===== src/rtl/snes_multi_if.sv =====
`default_nettype none
// ============================================================================
//  Module      : snes_multi_if
//  Description : Bus bundle between a multi-pad SNES reader and its host/pads.
//                master = host side (drives start and pad data).
//                slave  = reader side (drives latch/pulse and results).
//  Signals     : start, data[NUM_PLAYERS], latch, pulse, busy, valid,
//                buttons[NUM_PLAYERS*NUM_BITS], present[NUM_PLAYERS],
//                pressed[NUM_PLAYERS*NUM_BITS] (only with SNES_MULTI_EDGE_EN)
//  Macro       : SNES_MULTI_EDGE_EN adds the pressed edge-detect bus.
//  Revision    : 1.0 - initial release
// ============================================================================
interface snes_multi_if #(
  parameter int NUM_PLAYERS = 2,
  parameter int NUM_BITS    = 16
);
  logic                            start;
  logic [NUM_PLAYERS-1:0]          data;
  logic                            latch;
  logic                            pulse;
  logic                            busy;
  logic                            valid;
  logic [NUM_PLAYERS*NUM_BITS-1:0] buttons;
  logic [NUM_PLAYERS-1:0]          present;
`ifdef SNES_MULTI_EDGE_EN
  logic [NUM_PLAYERS*NUM_BITS-1:0] pressed;

  modport master (output start, data,
                  input  latch, pulse, busy, valid, buttons, present, pressed);
  modport slave  (input  start, data,
                  output latch, pulse, busy, valid, buttons, present, pressed);
`else
  modport master (output start, data,
                  input  latch, pulse, busy, valid, buttons, present);
  modport slave  (input  start, data,
                  output latch, pulse, busy, valid, buttons, present);
`endif
endinterface
`default_nettype wire


===== src/rtl/snes_multi_reader.sv =====
`default_nettype none
// ============================================================================
//  Module      : snes_multi_reader
//  Description : Polls up to four SNES pads sharing one latch/pulse pair.
//                A start request latches all pads, then NUM_BITS serial bits
//                are sampled per pad (NUM_BITS-1 clock pulses in between).
//                Results are published atomically with a one-cycle valid.
//  Ports       : clk   - system clock (rising edge)
//                rst   - asynchronous active-high reset
//                bus   - snes_multi_if.slave: start, data in; latch, pulse,
//                        busy, valid, buttons, present (pressed) out
//  Macro       : SNES_MULTI_EDGE_EN - adds pressed = new & ~old buttons,
//                updated with each valid strobe.
//  Revision    : 1.0 - initial release
// ============================================================================
module snes_multi_reader #(
  parameter int NUM_PLAYERS = 2,
  parameter int NUM_BITS    = 16,
  parameter int LATCH_CYC   = 600,
  parameter int HALF_CYC    = 300
) (
  input  wire logic   clk,
  input  wire logic   rst,
  snes_multi_if.slave bus
);
  localparam int c_MAX_CYC = (LATCH_CYC > HALF_CYC) ? LATCH_CYC : HALF_CYC;
  localparam int c_CNT_W   = $clog2(c_MAX_CYC + 1);
  localparam int c_IDX_W   = $clog2(NUM_BITS);
  localparam int c_W       = NUM_PLAYERS * NUM_BITS;

  localparam logic [c_CNT_W-1:0] c_LATCH_LAST = c_CNT_W'(LATCH_CYC - 1);
  localparam logic [c_CNT_W-1:0] c_HALF_LAST  = c_CNT_W'(HALF_CYC - 1);
  localparam logic [c_IDX_W-1:0] c_IDX_LAST   = c_IDX_W'(NUM_BITS - 1);

  localparam logic [2:0] c_IDLE     = 3'd0;
  localparam logic [2:0] c_LATCH    = 3'd1;
  localparam logic [2:0] c_SAMPLE   = 3'd2;
  localparam logic [2:0] c_PULSE_HI = 3'd3;
  localparam logic [2:0] c_PULSE_LO = 3'd4;
  localparam logic [2:0] c_DONE     = 3'd5;

  logic [2:0]             r_state;
  logic [c_CNT_W-1:0]     r_cnt;
  logic [c_IDX_W-1:0]     r_idx;
  logic                   r_latch;
  logic                   r_pulse;
  logic                   r_valid;
  logic [NUM_PLAYERS-1:0] r_sync1;
  logic [NUM_PLAYERS-1:0] r_sync2;
  // r_seen[p] remembers whether any raw sample of pad p was high; a pad that
  // never drove high during the whole frame is treated as unplugged.
  logic [NUM_PLAYERS-1:0] r_seen;
  logic [c_W-1:0]         r_shift;
  logic [c_W-1:0]         r_buttons;
  logic [NUM_PLAYERS-1:0] r_present;
  logic [c_W-1:0]         w_buttons_new;

  // Absent pads report no buttons even though their inverted samples are 1s.
  genvar gp;
  generate
    for (gp = 0; gp < NUM_PLAYERS; gp++) begin : g_player
      assign w_buttons_new[gp*NUM_BITS +: NUM_BITS] =
        r_seen[gp] ? r_shift[gp*NUM_BITS +: NUM_BITS] : '0;
    end
  endgenerate

  always_ff @(posedge clk or posedge rst) begin
    if (rst) begin
      r_sync1 <= '0;
      r_sync2 <= '0;
    end else begin
      r_sync1 <= bus.data;
      r_sync2 <= r_sync1;
    end
  end

  always_ff @(posedge clk or posedge rst) begin
    if (rst) begin
      r_state   <= c_IDLE;
      r_cnt     <= '0;
      r_idx     <= '0;
      r_latch   <= 1'b0;
      r_pulse   <= 1'b0;
      r_valid   <= 1'b0;
      r_seen    <= '0;
      r_shift   <= '0;
      r_buttons <= '0;
      r_present <= '0;
    end else begin
      r_valid <= 1'b0;
      case (r_state)
        c_IDLE: begin
          if (bus.start) begin
            r_state <= c_LATCH;
            r_latch <= 1'b1;
            r_cnt   <= '0;
            r_idx   <= '0;
            r_seen  <= '0;
          end
        end
        c_LATCH: begin
          if (r_cnt == c_LATCH_LAST) begin
            r_latch <= 1'b0;
            r_cnt   <= '0;
            r_state <= c_SAMPLE;
          end else begin
            r_cnt <= r_cnt + 1'b1;
          end
        end
        c_SAMPLE: begin
          for (int p = 0; p < NUM_PLAYERS; p++) begin
            r_shift[p*NUM_BITS + int'(r_idx)] <= ~r_sync2[p];
          end
          r_seen <= r_seen | r_sync2;
          if (r_idx == c_IDX_LAST) begin
            r_state <= c_DONE;
          end else begin
            r_state <= c_PULSE_HI;
            r_pulse <= 1'b1;
            r_cnt   <= '0;
          end
        end
        c_PULSE_HI: begin
          if (r_cnt == c_HALF_LAST) begin
            r_pulse <= 1'b0;
            r_cnt   <= '0;
            r_state <= c_PULSE_LO;
          end else begin
            r_cnt <= r_cnt + 1'b1;
          end
        end
        c_PULSE_LO: begin
          if (r_cnt == c_HALF_LAST) begin
            r_cnt   <= '0;
            r_idx   <= r_idx + 1'b1;
            r_state <= c_SAMPLE;
          end else begin
            r_cnt <= r_cnt + 1'b1;
          end
        end
        c_DONE: begin
          r_buttons <= w_buttons_new;
          r_present <= r_seen;
          r_valid   <= 1'b1;
          r_state   <= c_IDLE;
        end
        default: begin
          r_state <= c_IDLE;
          r_latch <= 1'b0;
          r_pulse <= 1'b0;
        end
      endcase
    end
  end

`ifdef SNES_MULTI_EDGE_EN
  logic [c_W-1:0] r_pressed;

  // r_buttons still holds the previous frame while DONE is active.
  always_ff @(posedge clk or posedge rst) begin
    if (rst) begin
      r_pressed <= '0;
    end else if (r_state == c_DONE) begin
      r_pressed <= w_buttons_new & ~r_buttons;
    end
  end

  assign bus.pressed = r_pressed;
`endif

  assign bus.latch   = r_latch;
  assign bus.pulse   = r_pulse;
  assign bus.busy    = (r_state != c_IDLE);
  assign bus.valid   = r_valid;
  assign bus.buttons = r_buttons;
  assign bus.present = r_present;
endmodule
`default_nettype wire


===== src/flat_wrapper.sv =====
// flat-port wrapper written by rule: the top's interface ports become plain ports
module snes_multi_reader_flat 
#(
  parameter int NUM_PLAYERS = 2,
  parameter int NUM_BITS    = 16,
  parameter int LATCH_CYC   = 600,
  parameter int HALF_CYC    = 300
)
  (clk, rst, bus_start, bus_data, bus_latch, bus_pulse, bus_busy, bus_valid, bus_buttons, bus_present);
  snes_multi_if #(.NUM_PLAYERS(NUM_PLAYERS), .NUM_BITS(NUM_BITS)) bus_i ();
  input  wire logic clk;
  input  wire logic rst;
  input wire logic [$bits(bus_i.start)-1:0] bus_start;
  input wire logic [$bits(bus_i.data)-1:0] bus_data;
  output wire logic [$bits(bus_i.latch)-1:0] bus_latch;
  output wire logic [$bits(bus_i.pulse)-1:0] bus_pulse;
  output wire logic [$bits(bus_i.busy)-1:0] bus_busy;
  output wire logic [$bits(bus_i.valid)-1:0] bus_valid;
  output wire logic [$bits(bus_i.buttons)-1:0] bus_buttons;
  output wire logic [$bits(bus_i.present)-1:0] bus_present;
  assign bus_i.start = bus_start;
  assign bus_i.data = bus_data;
  assign bus_latch = bus_i.latch;
  assign bus_pulse = bus_i.pulse;
  assign bus_busy = bus_i.busy;
  assign bus_valid = bus_i.valid;
  assign bus_buttons = bus_i.buttons;
  assign bus_present = bus_i.present;
  snes_multi_reader #(.NUM_PLAYERS(NUM_PLAYERS), .NUM_BITS(NUM_BITS), .LATCH_CYC(LATCH_CYC), .HALF_CYC(HALF_CYC)) u_core (.clk(clk), .rst(rst), .bus(bus_i));
endmodule

===== config.mk =====
export PLATFORM = sky130hd
export DESIGN_NAME = snes_multi_reader_flat
export DESIGN_NICKNAME = d
export VERILOG_FILES = /design/src/rtl/snes_multi_if.sv /design/src/rtl/snes_multi_reader.sv /design/src/flat_wrapper.sv
export SDC_FILE = /design/constraint.sdc
export NUM_CORES = 1
export LEC_CHECK = 0
export BUFFER_PORTS_ARGS = -buffer_cell sky130_fd_sc_hd__buf_4
export CORE_ASPECT_RATIO = 0.75
export CORE_UTILIZATION = 57
export DETAILED_ROUTE_END_ITERATION = 6
export GPL_ROUTABILITY_DRIVEN = 0
export PLACE_DENSITY = 0.88
export SLEW_MARGIN = 20
export SYNTH_ARGS = -nofsm -noshare
export SYNTH_HDL_FRONTEND = slang
export SYNTH_SLANG_ARGS = --single-unit

===== constraint.sdc =====
create_clock -name clk -period 3.82 [get_ports clk]
set_input_delay 0.573 -clock clk [delete_from_list [all_inputs] [get_ports clk]]
set_output_delay 0.573 -clock clk [all_outputs]
set_load 0.02 [all_outputs]

==> impl_summary.log, run 1 <==
[metrics] GRT Resource Usage Total: 0.245
[metrics] clock skew after layout: between 0.01 and 0.015 ns
[metrics] portion of the clock cycle consumed by the worst path in the final layout: 0.587
[metrics] switching part of the total: 0.243
[metrics] setup TNS: 0 ns
[metrics] per-cell routed wire length: 15.5 um
[metrics] maximum cell stage delay along the critical path: ~0.67 ns
[metrics] ANT nets after route: 0
[metrics] count of buffers added by post-CTS timing repair for setup: 0
[metrics] failing checks: design-rule violations
[metrics] nets in the synthesized netlist: 422
[metrics] reg-to-reg startpoint: u_core.r_state[1]
[metrics] PortBufs: between 40 and 50
[metrics] crit path max fanout: 18
[metrics] post-synthesis cell count: 412
[metrics] depth of the worst register-to-register path: 6
[metrics] headroom to the max-slew limit: 0.481
[metrics] half-perimeter wire length after placement: between 5000 and 6000 um
[metrics] quantity of hold-fixing buffers added after cts: 0
[metrics] clock latency on the worst-skew pair: between 0.3 and 0.4 ns
[metrics] register bit total from synthesis: 92
[metrics] die area: approximately 7300 sq um
[metrics] worst hold slack: a little under 0.3 ns
[metrics] endpoint arrival time on the critical path: 2.48 ns
[metrics] number of placed I/O pins: between 40 and 50
[metrics] part of the power in combinational logic: 0.015
[metrics] kind of launch point of the worst setup path: register
[metrics] power density relative to cell area: approximately 360 nW/um^2
[metrics] Critical Path Slowest Stage Cell: dfrtp_1
[metrics] number of enable-type register cells in the synthesized netlist: 0
[metrics] H-tree depth reported by CTS: 3
[metrics] final count of pins violating max slew: 0
[metrics] Avg Synthesized Cell Area: around 9.7 sq um
[metrics] Post-Synthesis Cell Area: around 4000 sq um
[metrics] category of the worst setup path capture point: register
[metrics] crit path time final: between 2 and 2.5 ns
[metrics] Post-Place Cell Area: roughly 4300 sq um
[metrics] most frequently used flop master after synthesis: dfrtp_1
[metrics] register-to-register path setup slack: ~1.6 ns
[metrics] via count of the routed design: just over 3,000
[metrics] clock buffer count from CTS: 9
[metrics] fraction of layout instances using a drive strength above 1: 0.168
[metrics] required time reported for the critical path endpoint: around 4.1 ns
[metrics] hold violation total from the final report: 0
[metrics] sequential cell fraction of total power: 0.606
[metrics] via count of the first global-routing pass: approximately 2,700
[metrics] fraction of the yosys area taken by sequential cells: 0.578
[metrics] pin count of the biggest net entering global routing: 56
[metrics] post-cts sizing count: 0
[metrics] Ys Warns: 0
[metrics] Fmax achieved: approximately 450 MHz
[metrics] crit path cell chain: nor3b_2 -> buf_4 -> nor3b_2 -> nand2_1 -> nand2_1 -> o21ai_0
[metrics] count of nets after finishing: about 450
[metrics] Power Internal: ~1.2 mW
[metrics] largest buffer count on any clock path: 2
[metrics] beginning of the critical path: u_core.r_state[1]
[metrics] Setup Slack @ Placement: ~1.6 ns
[metrics] static leakage power: 2.03 nW
[metrics] vias per cell: 5.85
[metrics] switching power summed over all nets: between 0.3 and 0.4 mW
[metrics] CTS tree: built
[metrics] initial antenna violation count: 0
[metrics] largest delay contributor family on the critical path: simple AND/OR/NAND/NOR gates
[metrics] total congestion overflow: 0
[metrics] total wire length: 8170 um
[metrics] worst flop-to-flop path endpoint: u_core.r_shift[3]
[metrics] effective utilization at floorplan: 0.612
[metrics] RSZ-0062 raised after global routing: no
[metrics] worst slew pin tran: 0.777 ns
[metrics] length of the first detailed-routing pass in iterations: 7
[metrics] final std cell area, no fill: roughly 4500 sq um
[metrics] Yosys cell types: approximately 40
[metrics] Clock power frac: 0.379
[metrics] height of the die: 74.4 um
[metrics] sinks on the clock net: 92
[metrics] Antenna Cells: 0
[metrics] crit path buf inv count: 1
[metrics] number of DRC markers in iteration 0: ~210
[metrics] clock transition time at the flip-flop clock pins of the worst setup and hold paths: 0.09 ns
[metrics] Area growth, synth to finish: 12.9%
[metrics] number of DRC violations after detailed routing: 4
[metrics] peak supply drop: about 0.00024 V
[metrics] path class of the lowest-slack min-delay path: primary input to register
[metrics] WP depth: 6
[metrics] least setup slack across all paths after layout: around 1.6 ns
[metrics] status: complete, but fails checks
[metrics] max-capacitance violation count: 0
[metrics] Synth async-reset ratio: 1.00
[metrics] Final Setup Violations: 0
[metrics] worst setup path category: register to register
[metrics] wire length of the first global-routing pass: ~14,000 um
[metrics] Root Buffer: clkbuf_8
[metrics] DIE WIDTH: roughly 100 um
[metrics] Worst Setup EP: u_core.r_shift[3]
[metrics] number of core rows: 25
[metrics] core footprint: between 6000 and 7000 sq um
==> logic make-up after synthesis <==
kind of cell | count (synthesis) | synth area share
and+or+nand+nor | 150 | 0.181
AOI/OAI and AO/OA | 123 | 0.175
DFF | 92 | 0.578
buffers and inverters | 38 | 0.0390
adders and majority gates | 5 | 0.0157
muxes | 3 | 0.00786
xor gates and xnor gates | 1 | 0.00220
==> through the flow <==
| step | cells | total power [mW] | util |
|---|---|---|---|
| final | 528 | 1.62 | 0.691 |
| after global routing | 528 | 1.66 | 0.691 |
| after CTS | 528 | 1.63 | 0.691 |
| after detailed placement | 512 | 1.03 | 0.663 |
| after global placement | 512 | 1.02 | 0.663 |
| after floorplan | 412 | 1.01 | - |
==> sequential cells by signal, indices dropped and copies added, names as in the netlist <==
signal,cells
u_core.bus.buttons,32
u_core.bus.pulse,1
u_core.bus.present,2
u_core.bus.latch,1
u_core.r_sync2,2
u_core.r_shift,32
u_core.r_state,3
u_core.r_seen,2
u_core.r_sync1,2
u_core.r_cnt,10
u_core.bus.valid,1
u_core.r_idx,4
==> synthesized netlist by cell type, types with 2 or more instances <==
cell type,number,area (sq um)
inv_1,11,41.3
ha_1,5,62.6
mux2i_1,2,20.0
nor3b_2,4,50.1
nor2_1,10,37.5
nand2_1,100,375
nand4b_1,4,35.0
clkbuf_1,21,78.8
a22oi_1,2,15.0
a21oi_1,28,140
nor3_1,6,30.0
nand4_1,5,31.3
o21ai_0,53,265
o21a_1,2,15.0
nand3_1,8,40.0
a31oi_1,16,100
o21ai_1,10,50.1
nand3b_1,2,15.0
buf_2,4,20.0
a22o_1,5,43.8
dfrtp_1,92,2300
o22ai_1,2,12.5
or3_1,2,12.5
==> placed cells by master, fill, tap and decap left out, types with 2 or more instances in the layout <==
cell,n
inv_6,4
nand4_1,5
o22ai_1,2
nor2_1,10
nand3_1,8
clkinvlp_4,2
o21a_1,2
ha_1,5
clkinv_2,2
nand2_1,100
mux2i_1,2
a21oi_1,28
nand3b_1,2
nor3_1,6
a22o_1,5
or3_1,2
o21ai_1,10
buf_4,46
nor3b_2,4
a31oi_1,16
o21ai_0,53
dfrtp_1,92
nand4b_1,4
a22oi_1,2
inv_1,10
clkbuf_8,9
==> power groups by stage <==
stage	sequential [mW]	combinational (mW)	clock, mW
floorplan	0.996	0.0169	0
global placement	1.00	0.0250	0
detailed placement	1.00	0.0254	0
CTS	0.980	0.0254	0.622
global route	0.981	0.0283	0.654
finish	0.980	0.0239	0.612
==> metal layers <==
metal	global-route usage	up-vias	part of all wire
li1	-	1492	-
met1	0.359	1488	0.49
met2	0.352	96	0.43
met3	0.0705	12	0.059
met4	0.0912	0	0.015
met5	0	-	0
==> worst reg2reg max path, delay by kind of cell (launching register included) <==
kind / cells / cell delay [ns]
simple gates: 4 / 1.16
compound gates: 1 / 0.08
flops: 1 / 0.67
buf+inv: 1 / 0.21
==> layout make-up <==
cell class              count  area [sq um]
clock buffers               9           124
clock inverters             7          55.1
fillers                   519          2010
inverters                  11          42.5
multi-input cells         282          1520
flip-flops and latches     92          2300
well taps                  81           101
repair buffers             46           345
==> how the worst min path moves through the flow <==
stage	start	end	slack, ns	depth (start not counted)
finish	bus_data[1]	u_core.r_sync1[1]	0.30	1
global placement	u_core.r_sync1[1]	u_core.r_sync2[1]	0.33	0
detailed placement	u_core.r_sync1[0]	u_core.r_sync2[0]	0.34	0
floorplan	u_core.r_sync1[0]	u_core.r_sync2[0]	0.33	0
global route	bus_data[1]	u_core.r_sync1[1]	0.28	1
CTS	bus_data[0]	u_core.r_sync1[0]	0.29	1
Note: power is estimated with default switching activity, not from simulation.
==> run 2, diff against run 1 <==
--- a/config.mk
+++ b/config.mk
@@ -5,6 +5,7 @@
 export SDC_FILE = /design/constraint.sdc
 export NUM_CORES = 1
 export LEC_CHECK = 0
+export ABC_AREA = 1
 export BUFFER_PORTS_ARGS = -buffer_cell sky130_fd_sc_hd__buf_4
 export CORE_ASPECT_RATIO = 0.75
 export CORE_UTILIZATION = 57
==> constraint.sdc (replaced) <==
create_clock -name clk -period 2.32 [get_ports clk]
set_input_delay 0.348 -clock clk [delete_from_list [all_inputs] [get_ports clk]]
set_output_delay 0.348 -clock clk [all_outputs]
set_load 0.02 [all_outputs]
==> run 2 against run 1 <==
Net effect: critical endpoint is now u_core.r_cnt[7]; the run now ends clean; power rose to 2.6 times the previous value; synthesized cell count grew 20%; largest cell class unchanged; critical path depth rose by 2; fmax is 29% higher; first-iteration DRC count grew 26%; worst setup slack worse by 1.0 ns; core utilization fell by 0.77 points.
==> impl_summary.log, run 2 <==
[metrics] status: complete, no violations
[metrics] Fmax achieved: ~570 MHz
[metrics] largest buffer count on any clock path: 2
[metrics] quantity of hold-fixing buffers added after cts: 0
[metrics] most frequently used flop master after synthesis: dfrtp_1
[metrics] maximum cell stage delay along the critical path: 0.51 ns
[metrics] half-perimeter wire length after placement: a little under 6000 um
[metrics] height of the die: 75.7 um
[metrics] post-cts sizing count: 0
[metrics] nets in the synthesized netlist: 503
[metrics] switching part of the total: 0.369
[metrics] count of buffers added by post-CTS timing repair for setup: 0
[metrics] sinks on the clock net: about 90
[metrics] setup TNS: 0 ns
[metrics] static leakage power: about 2.3 nW
[metrics] category of the worst setup path capture point: register
[metrics] via count of the first global-routing pass: approximately 3,100
[metrics] non-filler instance count after layout: about 630
[metrics] worst slew pin tran: about 0.63 ns
[metrics] fraction of layout instances using a drive strength above 1: 0.166
[metrics] synth cell count leaders: 188 x nand2_1, 92 x dfrtp_1, 63 x o21ai_0
[metrics] crit path time final: 1.75 ns
[metrics] worst setup path category: register to register
[metrics] crit path cell chain: ha_1 -> nand2_2 -> nor2_1 -> nand3_1 -> nand2_2 -> nand2_4 -> nand3_1 -> nand2_1
[metrics] Clock power frac: 0.259
[metrics] kind of launch point of the worst setup path: register
[metrics] ANT nets after route: 0
[metrics] total placed cells including tap cells: slightly above 600
[metrics] power density relative to cell area: approximately 880 nW/um^2
[metrics] final count of pins violating max slew: 0
[metrics] number of DRC violations after detailed routing: 0
[metrics] Critical Path Slowest Stage Cell: dfrtp_1
[metrics] endpoint arrival time on the critical path: just under 2 ns
[metrics] number of core rows: 26
[metrics] total wire length: 8740 um
[metrics] fraction of the yosys area taken by sequential cells: 0.557
[metrics] Antenna Cells: 0
[metrics] Post-Place Cell Area: between 4000 and 5000 sq um
[metrics] die area: 7600 sq um
[metrics] GRT Resource Usage Total: 0.245
[metrics] clock latency on the worst-skew pair: roughly 0.36 ns
[metrics] largest delay contributor family on the critical path: simple AND/OR/NAND/NOR gates
[metrics] clock buffer count from CTS: 9
[metrics] sequential cell fraction of total power: 0.486
[metrics] register bit total from synthesis: between 90 and 100
[metrics] crit path max fanout: 10
[metrics] Yosys cell types: 25
[metrics] portion of the clock cycle consumed by the worst path in the final layout: 0.753
[metrics] number of enable-type register cells in the synthesized netlist: 0
[metrics] count of nets after finishing: ~540
[metrics] number of DRC markers in iteration 0: between 200 and 300
[metrics] DIE WIDTH: approximately 100 um
[metrics] cell types occupying the most area after synthesis: dfrtp_1 56%, nand2_1 17%, o21ai_0 7.6%
[metrics] Power Internal: around 2.6 mW
[metrics] Finished Core Util: 0.683
[metrics] Final Setup Violations: 0
[metrics] post-synthesis cell type with the largest combined area: dfrtp_1
[metrics] combined area of the multi-input logic cells: 1590 sq um
[metrics] clock skew after layout: roughly 0.015 ns
[metrics] headroom to the max-slew limit: 0.577
[metrics] crit path buf inv count: 0
[metrics] Synth async-reset ratio: 1.00
[metrics] peak supply drop: between 0.0003 and 0.0004 V
[metrics] RSZ-0062 raised after global routing: no
[metrics] via count of the routed design: between 3,000 and 4,000
[metrics] register-to-register path setup slack: between 0.5 and 0.6 ns
[metrics] Root Buffer: clkbuf_8
[metrics] PortBufs: between 40 and 50
[metrics] Area growth, synth to finish: 14.0%
[metrics] clock transition time at the flip-flop clock pins of the worst setup and hold paths: 0.09 ns
[metrics] length of the first detailed-routing pass in iterations: 5
[metrics] switching power summed over all nets: around 1.5 mW
[metrics] per-cell routed wire length: between 10 and 15 um
[metrics] Ys Warns: 0
[metrics] number of placed I/O pins: 43
[metrics] fillers: between 500 and 600
[metrics] post-synthesis cell count: approximately 500
[metrics] part of the power in combinational logic: 0.255
[metrics] total congestion overflow: 0
[metrics] most common cell after layout, fill and taps aside: nand2_1
[metrics] most frequently used cell type in the post-synthesis netlist: nand2_1
[metrics] CTS tree: built
[metrics] wire length of the first global-routing pass: ~14,000 um
[metrics] Avg Synthesized Cell Area: between 8 and 9 sq um
[metrics] hold violation total from the final report: 0
[metrics] worst hold slack: 0.0930 ns
[metrics] effective utilization at floorplan: 0.599
[metrics] vias per cell: between 5 and 6
[metrics] area share of the largest cell type after synthesis: 0.557
[metrics] initial antenna violation count: 0
[metrics] Seq. cell area: 2300 sq um
[metrics] commonest cells after routing, fill and taps aside: 187 x nand2_1, 92 x dfrtp_1, 63 x o21ai_0, 44 x buf_4, 30 x inv_1
[metrics] H-tree depth reported by CTS: 3
[metrics] core footprint: around 6900 sq um
[metrics] path class of the lowest-slack min-delay path: primary input to register
[metrics] final std cell area, no fill: 4710 sq um
[metrics] required time reported for the critical path endpoint: approximately 2.6 ns
[metrics] max-capacitance violation count: 0
[metrics] pin count of the biggest net entering global routing: a little over 90
[metrics] Post-Synthesis Cell Area: 4130 sq um
[run 2: worst paths after layout]
path | startpoint | to | cells after the start
setup / recovery | u_core.r_cnt[0] | u_core.r_cnt[7] | 8
max in group asynchronous | rst | u_core.r_idx[1] | 3
hold / removal | bus_data[1] | u_core.r_sync1[1] | 1
hold reg to reg | u_core.r_sync1[1] | u_core.r_sync2[1] | 0
min in group asynchronous | rst | u_core.bus.pulse | 3
setup reg to reg | u_core.r_cnt[0] | u_core.r_cnt[7] | 8
[run 2: logic make-up (layout without fill, tap and decap cells)]
family	Yosys count	in the layout	synth area share
simple gates	263	263	0.272
flops	92	92	0.557
compound gates	74	74	0.0908
buf+inv	56	98	0.0581
fa+ha+maj	5	5	0.0151
xor+xnor	3	3	0.00636
[run 2: per-layer routing]
layer  global-route usage  routed length, um  part of all wire
met5                    0                  0                 0
met3               0.0569                546             0.062
met2                0.398               4130              0.47
met1                0.325               3930              0.45
met4               0.0982                135             0.015
[run 2: power by group through the flow]
stage / clock network [mW] / registers, mW / logic [mW]
floorplan: 0 / 1.95 / 0.816
global placement: 0 / 2.02 / 1.01
detailed placement: 0 / 2.03 / 1.05
CTS: 1.09 / 2.00 / 1.05
global route: 1.15 / 2.03 / 1.17
finish: 1.07 / 2.01 / 1.05
[run 2: metrics by stage]
stage / worst slack, ns / power, mW
global placement: 0.745 / 3.03
global route: 0.492 / 4.35
floorplan: 0.894 / 2.77
finish: 0.574 / 4.14
detailed placement: 0.624 / 3.08
CTS: 0.595 / 4.15
[run 2: final cells by class]
cell class | count | area share
inverters | 38 | 0.0311
multi-input cells | 345 | 0.338
clock buffers | 9 | 0.0263
clock inverters | 6 | 0.0151
well taps | 98 | 0.0260
flip-flops and latches | 92 | 0.489
repair buffers | 45 | 0.0744
==> run 3, diff against run 2 <==
==> constraint.sdc (replaced) <==
create_clock -name clk -period 1.7 [get_ports clk]
set_input_delay 0.255 -clock clk [delete_from_list [all_inputs] [get_ports clk]]
set_output_delay 0.255 -clock clk [all_outputs]
set_load 0.02 [all_outputs]
==> run 3 against run 2 <==
Net effect: combinational power is 41% higher; critical path type is now register to output port; highest routed layer unchanged; die area stayed put; worst setup slack worse by 0.51 ns; critical endpoint is now bus_busy; sequential share of layout area is 0.99 points lower; routed wire length is 1.7% higher; clock-buffer cell count stayed put; sequential power is 35% higher.
==> impl_summary.log, run 3 (same netlist as run 2, synthesis figures left out) <==
[metrics] WL met1: between 3000 and 4000 um
[metrics] via count of the first global-routing pass: 3,077
[metrics] wire length of the first global-routing pass: 14,400 um
[metrics] RSZ-0062 raised after global routing: no
[metrics] total congestion overflow: 0
[metrics] register-to-register path setup slack: approximately 0.11 ns
[metrics] total wire length: roughly 8900 um
[metrics] switching power summed over all nets: between 2 and 2.5 mW
[metrics] Setup Slack @ Placement: between 0.09 and 0.1 ns
[metrics] crit path cell chain: inv_2 -> nand2_2 -> nor2_2 -> inv_2 -> buf_4
[metrics] final std cell area, no fill: a little under 5000 sq um
[metrics] kind of launch point of the worst setup path: register
[metrics] non-filler instance count after layout: 640
[metrics] PortBufs: 42
[metrics] maximum cell stage delay along the critical path: ~0.5 ns
[metrics] required time reported for the critical path endpoint: 1.44 ns
[metrics] Power Internal: around 3.6 mW
[metrics] setup TNS: 0 ns
[metrics] length of routed met3 wiring: ~570 um
[metrics] Clock power frac: 0.264
[metrics] final count of pins violating max slew: 0
[metrics] number of core rows: 26
[metrics] top routing layer used: met4
[metrics] portion of the clock cycle consumed by the worst path in the final layout: 0.962
[metrics] pin count of the biggest net entering global routing: 45
[metrics] worst setup path category: register to output port
[metrics] worst slew pin tran: 0.652 ns
[metrics] CTS tree: built
[metrics] Fmax achieved: roughly 600 MHz
[metrics] count of nets after finishing: roughly 550
[metrics] hold violation total from the final report: 0
[metrics] core footprint: just under 7000 sq um
[metrics] clock skew after layout: about 0.0069 ns
[metrics] fraction of layout instances using a drive strength above 1: 0.175
[metrics] category of the worst setup path capture point: output port
[metrics] Final Setup Violations: 0
[metrics] Area growth, synth to finish: 16.3%
[metrics] per-cell routed wire length: 13.9 um
[metrics] GRT Resource Usage Total: 0.249
[metrics] via count of the routed design: between 3,000 and 4,000
[metrics] most common cell after layout, fill and taps aside: nand2_1
[metrics] path class of the lowest-slack min-delay path: primary input to register
[metrics] crit path max fanout: 7
[metrics] switching part of the total: 0.369
[metrics] height of the die: about 76 um
[metrics] crit path time final: approximately 1.6 ns
[metrics] sequential cell fraction of total power: 0.477
[metrics] sum of internal, switching and leakage power: approximately 5.7 mW
[metrics] reg-to-reg startpoint: u_core.r_cnt[1]
[metrics] initial antenna violation count: 0
[metrics] Min-Delay Path Depth: 4
[metrics] largest buffer count on any clock path: 2
[metrics] wire length on met2: ~4300 um
[metrics] clock buffer count from CTS: 9
[metrics] total placed cells including tap cells: around 620
[metrics] depth of the worst register-to-register path: 8
[metrics] worst hold slack: 0.335 ns
[metrics] Root Buffer: clkbuf_8
[metrics] clock latency on the worst-skew pair: ~0.36 ns
[metrics] H-tree depth reported by CTS: 3
[metrics] worst flop-to-flop path endpoint: u_core.r_state[2]
[metrics] power density relative to cell area: 1190 nW/um^2
[metrics] status: complete, no violations
[metrics] number of DRC markers in iteration 0: 329
[metrics] half-perimeter wire length after placement: about 6200 um
[metrics] static leakage power: 2.33 nW
[metrics] max-capacitance violation count: 0
[metrics] effective utilization at floorplan: 0.599
[metrics] Critical Path Slowest Stage Cell: dfrtp_1
[metrics] library cell appearing most often on the critical path: inv_2
[metrics] length of the first detailed-routing pass in iterations: 5
[metrics] part of the power in combinational logic: 0.259
[metrics] Finished Core Util: 0.697
[metrics] least setup slack across all paths after layout: 0.0642 ns
[metrics] die area: between 7000 and 8000 sq um
[metrics] clock transition time at the flip-flop clock pins of the worst setup and hold paths: around 0.090 ns
[metrics] Antenna Cells: 0
[metrics] commonest cells after routing, fill and taps aside: 187 x nand2_1, 92 x dfrtp_1, 63 x o21ai_0, 45 x buf_4, 30 x inv_1
[metrics] Post-Place Cell Area: around 4600 sq um
[metrics] peak supply drop: 0.000676 V
[metrics] vias per cell: around 5.4
[metrics] endpoint arrival time on the critical path: 1.38 ns
[metrics] worst-case hold path end point: u_core.r_seen[0]
[metrics] number of placed I/O pins: 43
[metrics] startpoint of the tightest hold check path: bus_start
[metrics] DIE WIDTH: ~100 um
[metrics] headroom to the max-slew limit: 0.564
[metrics] count of buffers added by post-CTS timing repair for setup: 0
[metrics] ANT nets after route: 0
[metrics] number of DRC violations after detailed routing: 0
[metrics] sinks on the clock net: 92
-- run 3: worst max-delay path by stage --
stage,start,endpoint,depth (start not counted)
2_1_floorplan,u_core.r_cnt[1],u_core.r_state[2],8
3_3_place_gp,u_core.r_cnt[1],u_core.r_state[2],8
3_5_place_dp,u_core.r_cnt[1],u_core.r_state[2],8
4_1_cts,u_core.r_state[2],bus_busy,5
5_1_grt,u_core.r_cnt[1],u_core.r_state[2],8
6_report,u_core.r_state[2],bus_busy,5
-- run 3: repair_timing --
action / CTS / global route
setup endpoints to repair: 0 / 9
resized for setup: 0 / 2
hold endpoints to repair: 25 / 0
hold buffers: 3 / 0
-- run 3: metal layers --
metal,GRT usage,vias up
met5,0,-
met4,0.0757,0
li1,-,1658
met3,0.0523,6
met2,0.419,136
met1,0.331,1662
-- run 3: area by class of cell --
cell class                      instances  area (sq um)
Clock buffer                            9           124
Clock inverter                          7          86.3
Fill cell                             545          2090
Inverter                               38           146
Multi-Input combinational cell        345          1600
Sequential cell                        92          2300
Tap cell                               98           123
Timing Repair Buffer                   51           428
-- run 3: power by group through the flow --
stage / clock [mW] / combinational, mW / sequential, mW
floorplan: 0 / 1.11 / 2.66
global route: 1.62 / 1.64 / 2.75
CTS: 1.53 / 1.47 / 2.71
detailed placement: 0 / 1.45 / 2.75
finish: 1.50 / 1.48 / 2.72
global placement: 0 / 1.41 / 2.74
-- run 3: critical path: cells and delay by family, from the launching register on --
kind	cells	cell delay [ns]
buffers and inverters	3	0.31
flip-flops	1	0.50
AND/OR/NAND/NOR	2	0.21
